===== src/rtl/pipe_stage_ctrl_if.sv =====
// Handshake and per-stage control bundle between a pipeline controller and its environment.
// The slave side is the controller; the master side drives upstream/downstream requests.
interface pipe_stage_ctrl_if #(
    parameter int STAGES = 4
);
    logic              flush;
    logic              in_valid;
    logic              in_mc;
    logic              in_ready;
    logic              out_ready;
    logic              out_valid;
    logic [STAGES-1:0] stage_en;
    logic [STAGES-1:0] stage_clear;
    logic [STAGES-1:0] stage_valid;
    logic              mc_busy;

    modport master (
        output flush, in_valid, in_mc, out_ready,
        input  in_ready, out_valid, stage_en, stage_clear, stage_valid, mc_busy
    );

    modport slave (
        input  flush, in_valid, in_mc, out_ready,
        output in_ready, out_valid, stage_en, stage_clear, stage_valid, mc_busy
    );
endinterface


===== src/rtl/pipe_stage_ctrl.sv =====
// Valid/stall controller for an enable/clear register pipeline with one multicycle stage.
// Bubbles collapse; a multicycle item parks in MC_STAGE until its counter drains.
module pipe_stage_ctrl #(
    parameter int STAGES   = 4,
    parameter int MC_STAGE = 1,
    parameter int MCYCLES  = 8
) (
    input  logic             clk,
    input  logic             reset,
    pipe_stage_ctrl_if.slave bus
);

    logic [STAGES-1:0] r_v;
    logic [STAGES-1:0] r_m;
    logic [7:0]        r_cnt;

    logic [STAGES-1:0] w_hold;
    logic [STAGES-1:0] w_ready;
    logic [STAGES-1:0] w_inv;
    logic [STAGES-1:0] w_min;
    logic              w_kill;
    logic              w_mc_load;

    always_comb begin
        w_hold           = '0;
        w_hold[MC_STAGE] = r_v[MC_STAGE] & r_m[MC_STAGE] & (r_cnt != 8'd0);

        // Ready ripples from the output back toward stage 0.
        w_ready             = '0;
        w_ready[STAGES-1]   = ~r_v[STAGES-1] | (bus.out_ready & ~w_hold[STAGES-1]);
        for (int i = STAGES - 2; i >= 0; i--) begin
            w_ready[i] = ~r_v[i] | (w_ready[i+1] & ~w_hold[i]);
        end

        w_inv    = '0;
        w_min    = '0;
        w_inv[0] = bus.in_valid;
        w_min[0] = bus.in_mc;
        for (int i = 1; i < STAGES; i++) begin
            w_inv[i] = r_v[i-1] & ~w_hold[i-1];
            w_min[i] = r_m[i-1];
        end
    end

    assign w_kill    = reset | bus.flush;
    assign w_mc_load = w_ready[MC_STAGE] & w_inv[MC_STAGE] & w_min[MC_STAGE];

    always_comb begin
        if (w_kill) begin
            bus.in_ready    = 1'b0;
            bus.stage_en    = '1;
            bus.stage_clear = '1;
        end else begin
            bus.in_ready    = w_ready[0];
            bus.stage_en    = w_ready;
            bus.stage_clear = w_ready & ~w_inv;
        end
    end

    assign bus.stage_valid = r_v;
    assign bus.out_valid   = r_v[STAGES-1];
    assign bus.mc_busy     = (r_cnt != 8'd0);

    always_ff @(posedge clk) begin
        if (w_kill) begin
            r_v   <= '0;
            r_m   <= '0;
            r_cnt <= 8'd0;
        end else begin
            for (int i = 0; i < STAGES; i++) begin
                if (w_ready[i]) begin
                    r_v[i] <= w_inv[i];
                    r_m[i] <= w_min[i] & w_inv[i];
                end
            end
            if (w_mc_load) begin
                r_cnt <= 8'(MCYCLES - 1);
            end else if (r_cnt != 8'd0) begin
                r_cnt <= r_cnt - 8'd1;
            end
        end
    end

endmodule


===== src/flat_wrapper.sv =====
// flat-port wrapper written by rule: the top's interface ports become plain ports
module pipe_stage_ctrl_flat 
#(
    parameter int STAGES   = 4,
    parameter int MC_STAGE = 1,
    parameter int MCYCLES  = 8
)
  (clk, reset, bus_flush, bus_in_valid, bus_in_mc, bus_out_ready, bus_in_ready, bus_out_valid, bus_stage_en, bus_stage_clear, bus_stage_valid, bus_mc_busy);
  pipe_stage_ctrl_if #(.STAGES(STAGES)) bus_i ();
  input  logic clk;
  input  logic reset;
  input wire logic [$bits(bus_i.flush)-1:0] bus_flush;
  input wire logic [$bits(bus_i.in_valid)-1:0] bus_in_valid;
  input wire logic [$bits(bus_i.in_mc)-1:0] bus_in_mc;
  input wire logic [$bits(bus_i.out_ready)-1:0] bus_out_ready;
  output wire logic [$bits(bus_i.in_ready)-1:0] bus_in_ready;
  output wire logic [$bits(bus_i.out_valid)-1:0] bus_out_valid;
  output wire logic [$bits(bus_i.stage_en)-1:0] bus_stage_en;
  output wire logic [$bits(bus_i.stage_clear)-1:0] bus_stage_clear;
  output wire logic [$bits(bus_i.stage_valid)-1:0] bus_stage_valid;
  output wire logic [$bits(bus_i.mc_busy)-1:0] bus_mc_busy;
  assign bus_i.flush = bus_flush;
  assign bus_i.in_valid = bus_in_valid;
  assign bus_i.in_mc = bus_in_mc;
  assign bus_i.out_ready = bus_out_ready;
  assign bus_in_ready = bus_i.in_ready;
  assign bus_out_valid = bus_i.out_valid;
  assign bus_stage_en = bus_i.stage_en;
  assign bus_stage_clear = bus_i.stage_clear;
  assign bus_stage_valid = bus_i.stage_valid;
  assign bus_mc_busy = bus_i.mc_busy;
  pipe_stage_ctrl #(.STAGES(STAGES), .MC_STAGE(MC_STAGE), .MCYCLES(MCYCLES)) u_core (.clk(clk), .reset(reset), .bus(bus_i));
endmodule

===== config.mk =====
export PLATFORM = sky130hd
export DESIGN_NAME = pipe_stage_ctrl_flat
export DESIGN_NICKNAME = d
export VERILOG_FILES = /design/src/rtl/pipe_stage_ctrl_if.sv /design/src/rtl/pipe_stage_ctrl.sv /design/src/flat_wrapper.sv
export SDC_FILE = /design/constraint.sdc
export NUM_CORES = 1
export LEC_CHECK = 0
export ABC_AREA = 1
export BUFFER_PORTS_ARGS = -buffer_cell sky130_fd_sc_hd__clkbuf_2
export CAP_MARGIN = 30
export CORE_MARGIN = 3
export CORE_UTILIZATION = 46
export CTS_BUF_LIST = sky130_fd_sc_hd__clkbuf_2
export DETAILED_ROUTE_END_ITERATION = 10
export HOLD_SLACK_MARGIN = 0.02
export PLACE_DENSITY = 0.71
export SLEW_MARGIN = 10
export SYNTH_ARGS = -nofsm -noshare
export SYNTH_HDL_FRONTEND = slang
export SYNTH_SLANG_ARGS = --single-unit

===== constraint.sdc =====
create_clock -name clk -period 2 [get_ports clk]
set_clock_uncertainty 0.15 [all_clocks]
set_input_delay 0.3 -clock clk [delete_from_list [all_inputs] [get_ports clk]]
set_output_delay 0.3 -clock clk [all_outputs]
set_load 0.05 [all_outputs]

==> results.md <==
- Commonest non-fill, non-tap cell in the layout: nand2_1
- Htree depth: 1
- Synth Flop Type: dfxtp_1
- Row count: 14
- Final-report max-slew violation count: 0
- Vias in the first global route: roughly 710
- Yosys Warn Count: 0
- CTS Buf Count: 3
- Pwr Density: between 1000 and 1500 nW/um2
- Worst slew pin tran: 0.3504 ns
- Fmax: between 400 and 500 MHz
- Multi-input gate area: 432.9 um2
- Number of clock sinks: 14
- Routability cong.: around 0.80
- Outcome: finished with violations
- Worst hold margin: ~0.12 ns
- RSZ-0062 raised after global routing: true
- Die area: between 2000 and 2500 um2
- Die width: roughly 47 um
- Clock buffer depth: 2
- Post-CTS Hold Buffers: 0
- Most frequent cells in the layout: nand2_1, clkbuf_2, inv_1
- Max_slew headroom: about 77%
- Violated checks: negative setup slack
- Synth unique cells: 23
- Root Buffer: clkbuf_2
- Critical Path AT: 1.57 ns
- Max FO, Critical Path: 6
- Syn_nets: between 100 and 150
- MaxCap Viol Count: 0
- Register area share after synthesis: a little over a third
- Pre-Repair DR Iteration Count: 4
- TNS Setup: -0.03055 ns
- Die height: approximately 47 um
- Fill cells: 123
- Grt ovf: 0
- Leakage: 0.0005422 uW
- N_diodes: 0
- Total track usage: a little under a fifth
- EDFF count, synth: 0
- Mean Syn Cell Area: approximately 7.3 um2
- Final #Nets: roughly 150
- Layout cells sized above 1: 45.99%
- CP Capture Type: output port
- Register area: 287.8 um2
- Vias/cell: 5.098
- ANT nets after route: 0
- Peak supply drop: about 0.0008 V
- Instance count of the mapped netlist: approximately 110
- Kind of critical path: reg -> out
- Starting density of the core: between 40 and 50%
- Worst Path Required: about 1.6 ns
- DR DRC count: 0
- First-pass GRT wire length: between 2 and 3 mm
- DR WL/cell: ~13 um
- Fin. Hold Viols: 0
- DRT Wirelength: slightly below 2 mm
- Post-DP HPWL: approximately 1.3 mm
- CTS tree: built
- I/O pins: 21
- Buffers on Ports: 20
- Reg clk slew, reported paths: around 0.15 ns
- Core Footprint: approximately 1500 um2
- Via count: just under 800
- Largest net degree at the start of global routing: 11
- Final worst path period share: 100.9%
- Synthesized area: approximately 770 um2
- Worst-skew pair later-pin latency: 0.28 ns
- Initial antenna violation count: 0
- Ys async rst share: 0%
- Final WS setup: -0.01708 ns
- Final setup fails: 2
- Synth Register Bits: 14
- Worst setup SP type: register
- Worst Hold Class: in -> reg
- Period minus WS final: about 2 ns
- Number of DRC markers in iteration 0: 22
- Area Growth Syn to Fin: 39.35%
## path summary, 6_finish.rpt
path                                      start                         to  slack, ns  cells after the start
worst max-delay path            u_core.r_cnt[1]         bus_stage_clear[1]      -0.02                      9
worst min-delay path               bus_in_valid  u_core.bus.stage_valid[0]       0.12                      3
worst max register to register  u_core.r_cnt[0]            u_core.r_cnt[4]       0.35                      9
worst min register to register    u_core.r_m[1]              u_core.r_m[1]       0.33                      2
## registers in the layout, summed over array words and instances, names as in the netlist
name and count:
u_core.r_cnt 8, u_core.bus.stage_valid 4, u_core.r_m 2
## logic make-up (layout without fill, tap and decap cells)
group / Yosys count / count (layout) / synth area share, %
AND/OR/NAND/NOR: 51 / 51 / 31.38
buffers and inverters: 23 / 54 / 13.66
AO/OA/AOI/OAI: 14 / 14 / 13.01
flip-flops: 14 / 14 / 36.42
adder cells (fa/ha/maj): 2 / 2 / 3.252
XOR/XNOR: 2 / 2 / 2.277
## where the power goes
group	switching, uW	internal (uW)
combinational	527	318
clock	96.0	40.9
sequential	51.5	341
total	674	700
## per-stage QoR
stage / setup slack, ns / std cells / util, % / total power (uW) / cell area, um2
2_1_floorplan: -0.09924 / 106 / - / 950.7 / 774.5
3_3_place_gp: 0.1535 / 141 / 57.31 / 1035 / 883.3
3_5_place_dp: 0.08918 / 141 / 57.31 / 1063 / 883.3
4_1_cts: 0.002670 / 149 / 64.53 / 1276 / 994.7
5_1_grt: -0.1109 / 153 / 69.56 / 1485 / 1072
6_report: -0.01708 / 153 / 69.56 / 1375 / 1072
## per-layer routing
layer	GRT usage [%]	up-vias	routed length, um
li1	-	390	-
met1	21.66	357	838
met2	30.62	25	959
met3	4.981	8	79
met4	9.945	0	53
met5	0	-	0
## critical path: stages, from the launching register on
cell and delay [ns]:
dfxtp_2 0.35, inv_2 0.07, ha_4 0.14, nand2_4 0.06, o21ai_4 0.18, nand2_4 0.10, nand2_4 0.09, o21ai_4 0.06
inv_2 0.07, clkbuf_16 0.15
## synth_stat cells (2+ instances only)
cell | instances | share of area (%)
ha_1 | 2 | 3.3
dfxtp_1 | 14 | 36
inv_1 | 16 | 7.8
o21ai_4 | 2 | 4.2
nor2_2 | 2 | 1.6
xor2_1 | 2 | 2.3
nor3_1 | 2 | 1.3
o21ai_0 | 4 | 2.6
nor2_1 | 11 | 5.4
nand2_1 | 20 | 9.8
nand2_2 | 2 | 1.6
o21ai_1 | 2 | 1.3
nand3_1 | 9 | 5.9
o21ai_2 | 2 | 2.3
buf_4 | 3 | 2.9
inv_2 | 3 | 1.5
a21oi_1 | 4 | 2.6
## cell type report
| class | count | area share [%] |
|---|---|---|
| timing repair buffer | 32 | 22.87 |
| sequential | 14 | 26.84 |
| inverter | 19 | 6.651 |
| clock buffer | 3 | 1.400 |
| multi-input combinational | 69 | 40.37 |
| tap | 16 | 1.867 |
## repair_timing
| action | in CTS | in global routing |
|---|---|---|
| gates cloned | 0 | 0 |
| gates resized for setup | 16 | 18 |
| endpoints found under the setup margin | 6 | 6 |
| setup buffers | 5 | 4 |
| pin swaps | 3 | 5 |
(Power assumes the default switching activity.)
